<file path="config.mk">
export PLATFORM = sky130hd
export DESIGN_NAME = fir_detect_qualifier
export DESIGN_NICKNAME = d
export VERILOG_FILES = /design/src/rtl/fir_detect_qualifier.sv
export SDC_FILE = /design/constraint.sdc
export NUM_CORES = 1
export LEC_CHECK = 0
export ABC_AREA = 1
export BUFFER_PORTS_ARGS = -buffer_cell sky130_fd_sc_hd__buf_2
export CORE_MARGIN = 1.5
export CORE_UTILIZATION = 56
export CTS_BUF_LIST = sky130_fd_sc_hd__clkbuf_4
export CTS_CLUSTER_DIAMETER = 30
export CTS_CLUSTER_SIZE = 10
export DETAILED_ROUTE_END_ITERATION = 10
export MAX_ROUTING_LAYER = met4
export PLACE_DENSITY_LB_ADDON = 0.05
export SLEW_MARGIN = 40
export SYNTH_ARGS = -nofsm -noshare
export SYNTH_HDL_FRONTEND = slang
export SYNTH_SLANG_ARGS = --single-unit
</file>
<file path="constraint.sdc">
create_clock -name clk -period 1.53 [get_ports clk]
set_clock_uncertainty 0.15 [all_clocks]
set_input_delay 0.306 -clock clk [delete_from_list [all_inputs] [get_ports clk]]
set_output_delay 0.306 -clock clk [all_outputs]
set_load 0.01 [all_outputs]
</file>
<file path="src/rtl/fir_detect_qualifier.sv">
// rtl/fir_detect_qualifier.sv - qualifies the FIR threshold bit into a debounced detect with holdoff and event count
module fir_detect_qualifier #(
    parameter int ON_CNT  = 4,
    parameter int OFF_CNT = 3,
    parameter int HOLDOFF = 8,
    parameter int EVT_W   = 8
) (
    input  logic             clk,
    input  logic             rst,
    input  logic             en,
    input  logic             y_in,
    input  logic             clr_cnt,
    output logic             detect,
    output logic             rise_pulse,
    output logic [EVT_W-1:0] event_cnt,
    output logic             sat
);

    generate
        if (ON_CNT < 2 || ON_CNT > 255 || OFF_CNT < 2 || OFF_CNT > 255 ||
            HOLDOFF < 0 || HOLDOFF > 255 || EVT_W < 1) begin : g_bad_params
            $error("fir_detect_qualifier: illegal parameter value");
        end
    endgenerate

    typedef enum logic [2:0] {
        S_IDLE,
        S_ARMING,
        S_ACTIVE,
        S_RELEASING,
        S_HOLDOFF
    } state_t;

    localparam logic [7:0]       ON_LAST   = 8'(ON_CNT - 1);
    localparam logic [7:0]       OFF_LAST  = 8'(OFF_CNT - 1);
    localparam logic [7:0]       HOLD_LAST = 8'(HOLDOFF - 1);
    localparam logic [EVT_W-1:0] CNT_MAX   = {EVT_W{1'b1}};

    state_t           state_q, state_d;
    logic [7:0]       run_q, run_d;
    logic [7:0]       timer_q, timer_d;
    logic             detect_q, detect_d;
    logic             rise_q, rise_d;
    logic [EVT_W-1:0] cnt_q, cnt_d;
    logic             sat_q, sat_d;

    always_comb begin
        state_d = state_q;
        run_d   = run_q;
        timer_d = timer_q;
        rise_d  = 1'b0;
        if (!en) begin
            state_d = S_IDLE;
            run_d   = 8'd0;
            timer_d = 8'd0;
        end else begin
            case (state_q)
                S_IDLE: begin
                    if (y_in) begin
                        state_d = S_ARMING;
                        run_d   = 8'd1;
                    end
                end
                S_ARMING: begin
                    if (!y_in) begin
                        state_d = S_IDLE;
                        run_d   = 8'd0;
                    end else if (run_q == ON_LAST) begin
                        state_d = S_ACTIVE;
                        run_d   = 8'd0;
                        rise_d  = 1'b1;
                    end else begin
                        run_d = run_q + 8'd1;
                    end
                end
                S_ACTIVE: begin
                    if (!y_in) begin
                        state_d = S_RELEASING;
                        run_d   = 8'd1;
                    end
                end
                S_RELEASING: begin
                    if (y_in) begin
                        // a glitch back to high keeps the same detection alive
                        state_d = S_ACTIVE;
                        run_d   = 8'd0;
                    end else if (run_q == OFF_LAST) begin
                        state_d = (HOLDOFF == 0) ? S_IDLE : S_HOLDOFF;
                        run_d   = 8'd0;
                        timer_d = 8'd0;
                    end else begin
                        run_d = run_q + 8'd1;
                    end
                end
                S_HOLDOFF: begin
                    if (timer_q == HOLD_LAST) begin
                        state_d = S_IDLE;
                        timer_d = 8'd0;
                    end else begin
                        timer_d = timer_q + 8'd1;
                    end
                end
                default: begin
                    state_d = S_IDLE;
                    run_d   = 8'd0;
                    timer_d = 8'd0;
                end
            endcase
        end
        detect_d = (state_d == S_ACTIVE) || (state_d == S_RELEASING);
    end

    // clear wins over the increment, except that a coincident new event still counts as one
    always_comb begin
        cnt_d = cnt_q;
        sat_d = sat_q;
        if (clr_cnt) begin
            cnt_d = rise_d ? EVT_W'(1) : '0;
            sat_d = 1'b0;
        end else if (rise_d && cnt_q != CNT_MAX) begin
            cnt_d = cnt_q + EVT_W'(1);
            sat_d = (cnt_d == CNT_MAX);
        end
    end

    always_ff @(posedge clk or posedge rst) begin
        if (rst) begin
            state_q  <= S_IDLE;
            run_q    <= 8'd0;
            timer_q  <= 8'd0;
            detect_q <= 1'b0;
            rise_q   <= 1'b0;
            cnt_q    <= '0;
            sat_q    <= 1'b0;
        end else begin
            state_q  <= state_d;
            run_q    <= run_d;
            timer_q  <= timer_d;
            detect_q <= detect_d;
            rise_q   <= rise_d;
            cnt_q    <= cnt_d;
            sat_q    <= sat_d;
        end
    end

    assign detect     = detect_q;
    assign rise_pulse = rise_q;
    assign event_cnt  = cnt_q;
    assign sat        = sat_q;

endmodule
</file>
After elaboration in Yosys (flattened, before gate mapping)
Cells that the tools add are included.
{ "op_classes": {"addsub": 3, "eq_ne": 17, "n_mux": 31, "reduce_logical": 7} }
{ "ops": {"columns": ["cell", "count"], "rows": [
  ["2-to-1 mux 8 bit", 13],
  ["case mux 8 bit (5 select lines)", 1],
  ["adder 8 x 1 -> 8 bit (second input constant)", 3],
  ["2-to-1 mux 3 bit", 8],
  ["case mux 8 bit (3 select lines)", 1],
  ["== test 8 x 2 -> 1 bit (second input constant)", 2],
  ["case mux 3 bit (5 select lines)", 1],
  ["== test 3 x 2 -> 1 bit (second input constant)", 4],
  ["inequality test 3 bit (second input constant)", 4],
  ["== test 8 x 3 -> 1 bit (second input constant)", 1],
  ["== test 8 bit (second input constant)", 1],
  ["inequality test 8 bit (second input constant)", 1],
  ["2-to-1 mux 1 bit", 7],
  ["AND reduction 3 bit", 2],
  ["inequality test 2 bit (second input constant)", 2],
  ["== test 3 x 1 -> 1 bit (second input constant)", 1],
  ["== test 3 bit (second input constant)", 1],
  ["zero test 3 bit", 1],
  ["OR reduction 3 bit", 1],
  ["nonzero test 2 bit", 1],
  ["logical AND 1 bit", 1],
  ["logical OR 1 bit", 1]
]} }
{ "word_totals": {"reg_bits": 30, "input_bits": 5, "output_inout_bits": 11, "word_cells": 65} }

Depth between registers and ports, before layout
{ "logic_depth": {"word_depth": 8, "ltp_mapped": 10, "depth_no_buf": 10} }

Least setup slack after synthesis
OpenSTA, ideal clock, no wires.
{ "synth_timing": {"path_type": "register -> register", "start": "register run_q[1]", "end": "register cnt_q[0], in the netlist event_cnt[0]", "setup_ns": 0.126, "arrival_time_ns": 1.350, "required_time_ns": 1.254, "slack_ns": -0.096, "stages_incl_launch_ff": 9, "path_buffers": 0, "synth_period_minus_slack_ns": 1.626, "path_cell_list": "dfrtp_1 ha_1 inv_2 nor2_2 nand2_4 nor3_4 nand2_4 nand3_1 nand3_1"} }
{ "synth_between": {"elab_chain_len": 7, "elab_cells_between_ends": 9, "classes_between": "eq/ne (1); mux (6); reduce/logical (2)"} }
{ "synth_rtl": {"columns": ["element", "line", "text"], "rows": [
  ["start, declared", "40", "logic [7:0] run_q, run_d;"],
  ["start signal, assigned", "137", "run_q <= run_d;"],
  ["== test 8 x 2 -> 1 bit (*)", "68", "end else if (run_q == ON_LAST) begin"],
  ["2-to-1 mux 1 bit (*)", "68", null],
  ["2-to-1 mux 1 bit (*)", "65", "if (!y_in) begin"],
  ["2-to-1 mux 1 bit (*)", "57", "case (state_q)"],
  ["2-to-1 mux 1 bit (*)", "52", "if (!en) begin"],
  ["via rise_d", "43", "logic rise_q, rise_d;"],
  ["2-to-1 mux 1 bit / logical AND 1 bit (equally long branches)", "118, 120", null],
  ["2-to-1 mux 8 bit / nonzero test 2 bit (equally long branches)", null, null],
  ["end signal, assigned", "141", "cnt_q <= cnt_d;"],
  ["end, declared", "44", "logic [EVT_W-1:0] cnt_q, cnt_d;"]
]} }
Mark *: on every way through the listed nets, which the timed path passes. The rest lies on a longest branch.
A chain may end at the register's enable or synchronous reset.

Worst setup path in the final report
{ "layout_timing": {"start": "register run_q[0]", "end": "register cnt_q[1], in the netlist event_cnt[1]"} }
{ "layout_between": {"elab_chain_len": 7} }
{ "layout_rtl": {"columns": ["element", "line", "text"], "rows": [
  ["== test 8 x 2 -> 1 bit", "68", null],
  ["2-to-1 mux 1 bit", "68", null],
  ["2-to-1 mux 1 bit", "65", null],
  ["2-to-1 mux 1 bit", "57", null],
  ["2-to-1 mux 1 bit", "52", null],
  ["via rise_d", "43", null],
  ["logical AND 1 bit", "120", "end else if (rise_d && cnt_q != CNT_MAX) begin"],
  ["nonzero test 2 bit (no source line)", null, null]
]} }
The timed path passes the listed nets, and every way through them passes these cells.

==> out/metrics.yaml <==
outcome: "complete, but fails checks"
violations: "negative setup slack"
max_freq_mhz: 606.6
grt_pass1_wl_um: 8970
hold_path.class: "input pin to flip-flop"
crit_required_ps: 1620
drv_cap: 0
yosys-mux-area-fraction: 0
coreArea_sq_um: 3416
htreeDepth: 2
seq_area_frac_synth: 0.3701
synth_cells: 289
yosysUniqueCellTypes: 29
worstSetupPathType: "flip-flop to flip-flop"
synth_flop_cell: "dfrtp_1"
yosys_warnings: 0
rsz0062_at_grt: "yes"
diodes: 0
antenna_left: 0
synthTopCellsByArea: "dfrtp_1, nand2_1, nand3_1, inv_1, nand4_1"
p_per_area_nw_per_um2: 517.5
synth_edf_count: 0
cp_max_fo: 4
ys_ff_latch: 30
fillers: 270
worst_pin_slew_ps: 382.2
syn_avg_cell_area_sq_um: 7.018
place_inst: 383
start_util: 0.5938
netlist.area_leader.share: 0.3701
die_y_um: 63.18
root_buffer: "clkbuf_4"
crit_arrival_ps: 1740
seq_area_sq_um: 754.5
finalWorstSetupSlack_ps: -118.6
start_kind: "flip-flop"
relSlewSlack: 0.7452
vias_per_cell: 5.359
syn-cell-area_sq_um: 2028
clkTransAtPathRegs_ps: 100
syn_nets: 299
drt-total-wl_um: 5148
min_period_ps: 1649
areaGrowthSynthToFinish_pct: 32.70
drive_above_1_share: 0.3466
setup_viol: 24
fin_crit_sh: 1.077
rows: 21
vdd_drop_max_mv: 0.5008
globalplace.congestion: 0.9179
clock_path_buffers: 2
p_leak_nw: 1.365
synth_adder_area_share: 0.03085
vias: 2133
wl_per_cell_um: 12.93
clock_latency_ps: 340
finalHoldViolCount: 0
tns_ps: -1508
finalNonFillerCells: 398
drt_iter0_drc: 150
slowest_delay_ps: 420
firstDrtPassIters: 4
finalPower_mw: 1.393
synth_most_common_cell: "nand2_1"
die-area_sq_um: 3992
synth_top_family_by_area: "simple AND/OR/NAND/NOR gates"
multi_input_area_sq_um: 1242
clock-sinks: 30
ios: 16
grt_max_degree: 31
drc: 0
portBuffers: 15
worst_setup_path_end_kind: "flip-flop"
grtUsageTotal: 0.2882
synth_compound_area_frac: 0.07156
gr-total-overflow: 0
cts_tree: "built"
fp.dieW_um: 63.18
yosys.area_share.simple: 0.4047
antenna_found_initial: 0
synth_common_cells: "nand2_1, inv_1, nand3_1"
place_hpwl_um: 3548
synth_top_area_cell: "dfrtp_1"
cp_slowest_cell: "dfrtp_2"
grt_pass1_vias: 2119
async_reset_ff_frac: 1.000
nNetsFinal: 363
path_cells: "ha_4, inv_2, nor2_4, nand2_4, nor3_4, nand2_2, nand3_2, o21ai_1"
slew_violations: 0
yosys.area_share.xor_xnor: 0.02591
cts_buffers: 5
[registers in the layout, summed over array words and instances, names as in the netlist]
register	cells
sat	1
timer_q	8
rise_pulse	1
run_q	8
event_cnt	8
detect	1
state_q	3
[logic make-up (layout without fill, tap and decap cells)]
kind of cell    after synthesis  in the layout
simple gates                171            172
buf+inv                      50            112
flops                        30             30
compound gates               27             27
xor+xnor                      6              6
fa+ha+maj                     5              5
[layout by cell type (no fill, tap or decap), types with 2 or more instances in the layout]
master,instances
o21ai_1,12
a21oi_1,3
nor2_1,15
buf_4,42
ha_1,3
dfrtp_2,3
dfrtp_1,27
o21ai_2,3
nor2_4,5
nor2_2,7
o21ai_0,7
nand2_2,10
nand2_4,2
nand4_1,19
nand3_1,22
nand3_2,13
nand2_1,68
inv_2,7
buf_2,15
inv_1,38
clkbuf_4,5
clkinv_1,2
or2_2,2
xor2_1,6
nor3_1,5
buf_6,2
[critical path: cells and delay by family, from the launching register on]
family | cells | cell delay, ps
adders and majority gates | 1 | 160
AOI/OAI and AO/OA | 1 | 70
DFF | 1 | 420
and+or+nand+nor | 5 | 700
buffers and inverters | 1 | 50
[through the flow]
step                cell area, sq um  hold slack, ps  utilization  setup WS [ps]
floorplan                       2057           246.8            -         -15.32
global placement                2444           247.4       0.7154         -110.4
detailed placement              2444           250.3       0.7154         -205.4
CTS                             2614           62.70       0.7652         -101.3
global route                    2691           70.12       0.7879         -170.5
finish                          2691           51.95       0.7879         -118.6
[path summary, 6_finish.rpt]
check | from | to | slack (ps) | cells past startpoint
setup reg to reg | run_q[0] | event_cnt[1] | -120 | 8
max in group asynchronous | rst | state_q[1] | 500 | 4
hold / removal | clr_cnt | event_cnt[0] | 50 | 3
min in group asynchronous | rst | run_q[3] | 420 | 4
setup / recovery | run_q[0] | event_cnt[1] | -120 | 8
hold reg to reg | timer_q[0] | timer_q[0] | 370 | 1
[routing by layer]
layer  routed length (um)  global-route usage  vias to the layer above
met3                  223             0.05714                        9
met1                 2251              0.3472                     1000
met2                 2598              0.4827                       54
met4                   74              0.1033                        0
li1                     -                   -                     1070
met5                    0                   -                        -
[layout make-up]
class | instances | area share
inverter | 46 | 0.06416
timing repair buffer | 60 | 0.1571
clock inverter | 1 | 0.001395
multi-input combinational | 210 | 0.4616
sequential | 30 | 0.2803
clock buffer | 5 | 0.01395
tap | 46 | 0.02139
[power by group]
group          switching, mW  internal, mW  leakage [nW]  total, mW
clock network          0.269         0.157        0.0246      0.426
logic                  0.102        0.0571         0.928      0.159
registers            0.00883         0.799         0.412      0.808
total                  0.380          1.01          1.37       1.39
[timing repair]
action | CTS | global route
gates resized for setup | 23 | 23
hold endpoints to repair | 30 | 0
setup buffers | 7 | 1
hold buffers | 1 | 0
cloned | 1 | 0
pin swaps | 12 | 15
endpoints found under the setup margin | 24 | 30
Power figures use the tool's default switching activity.
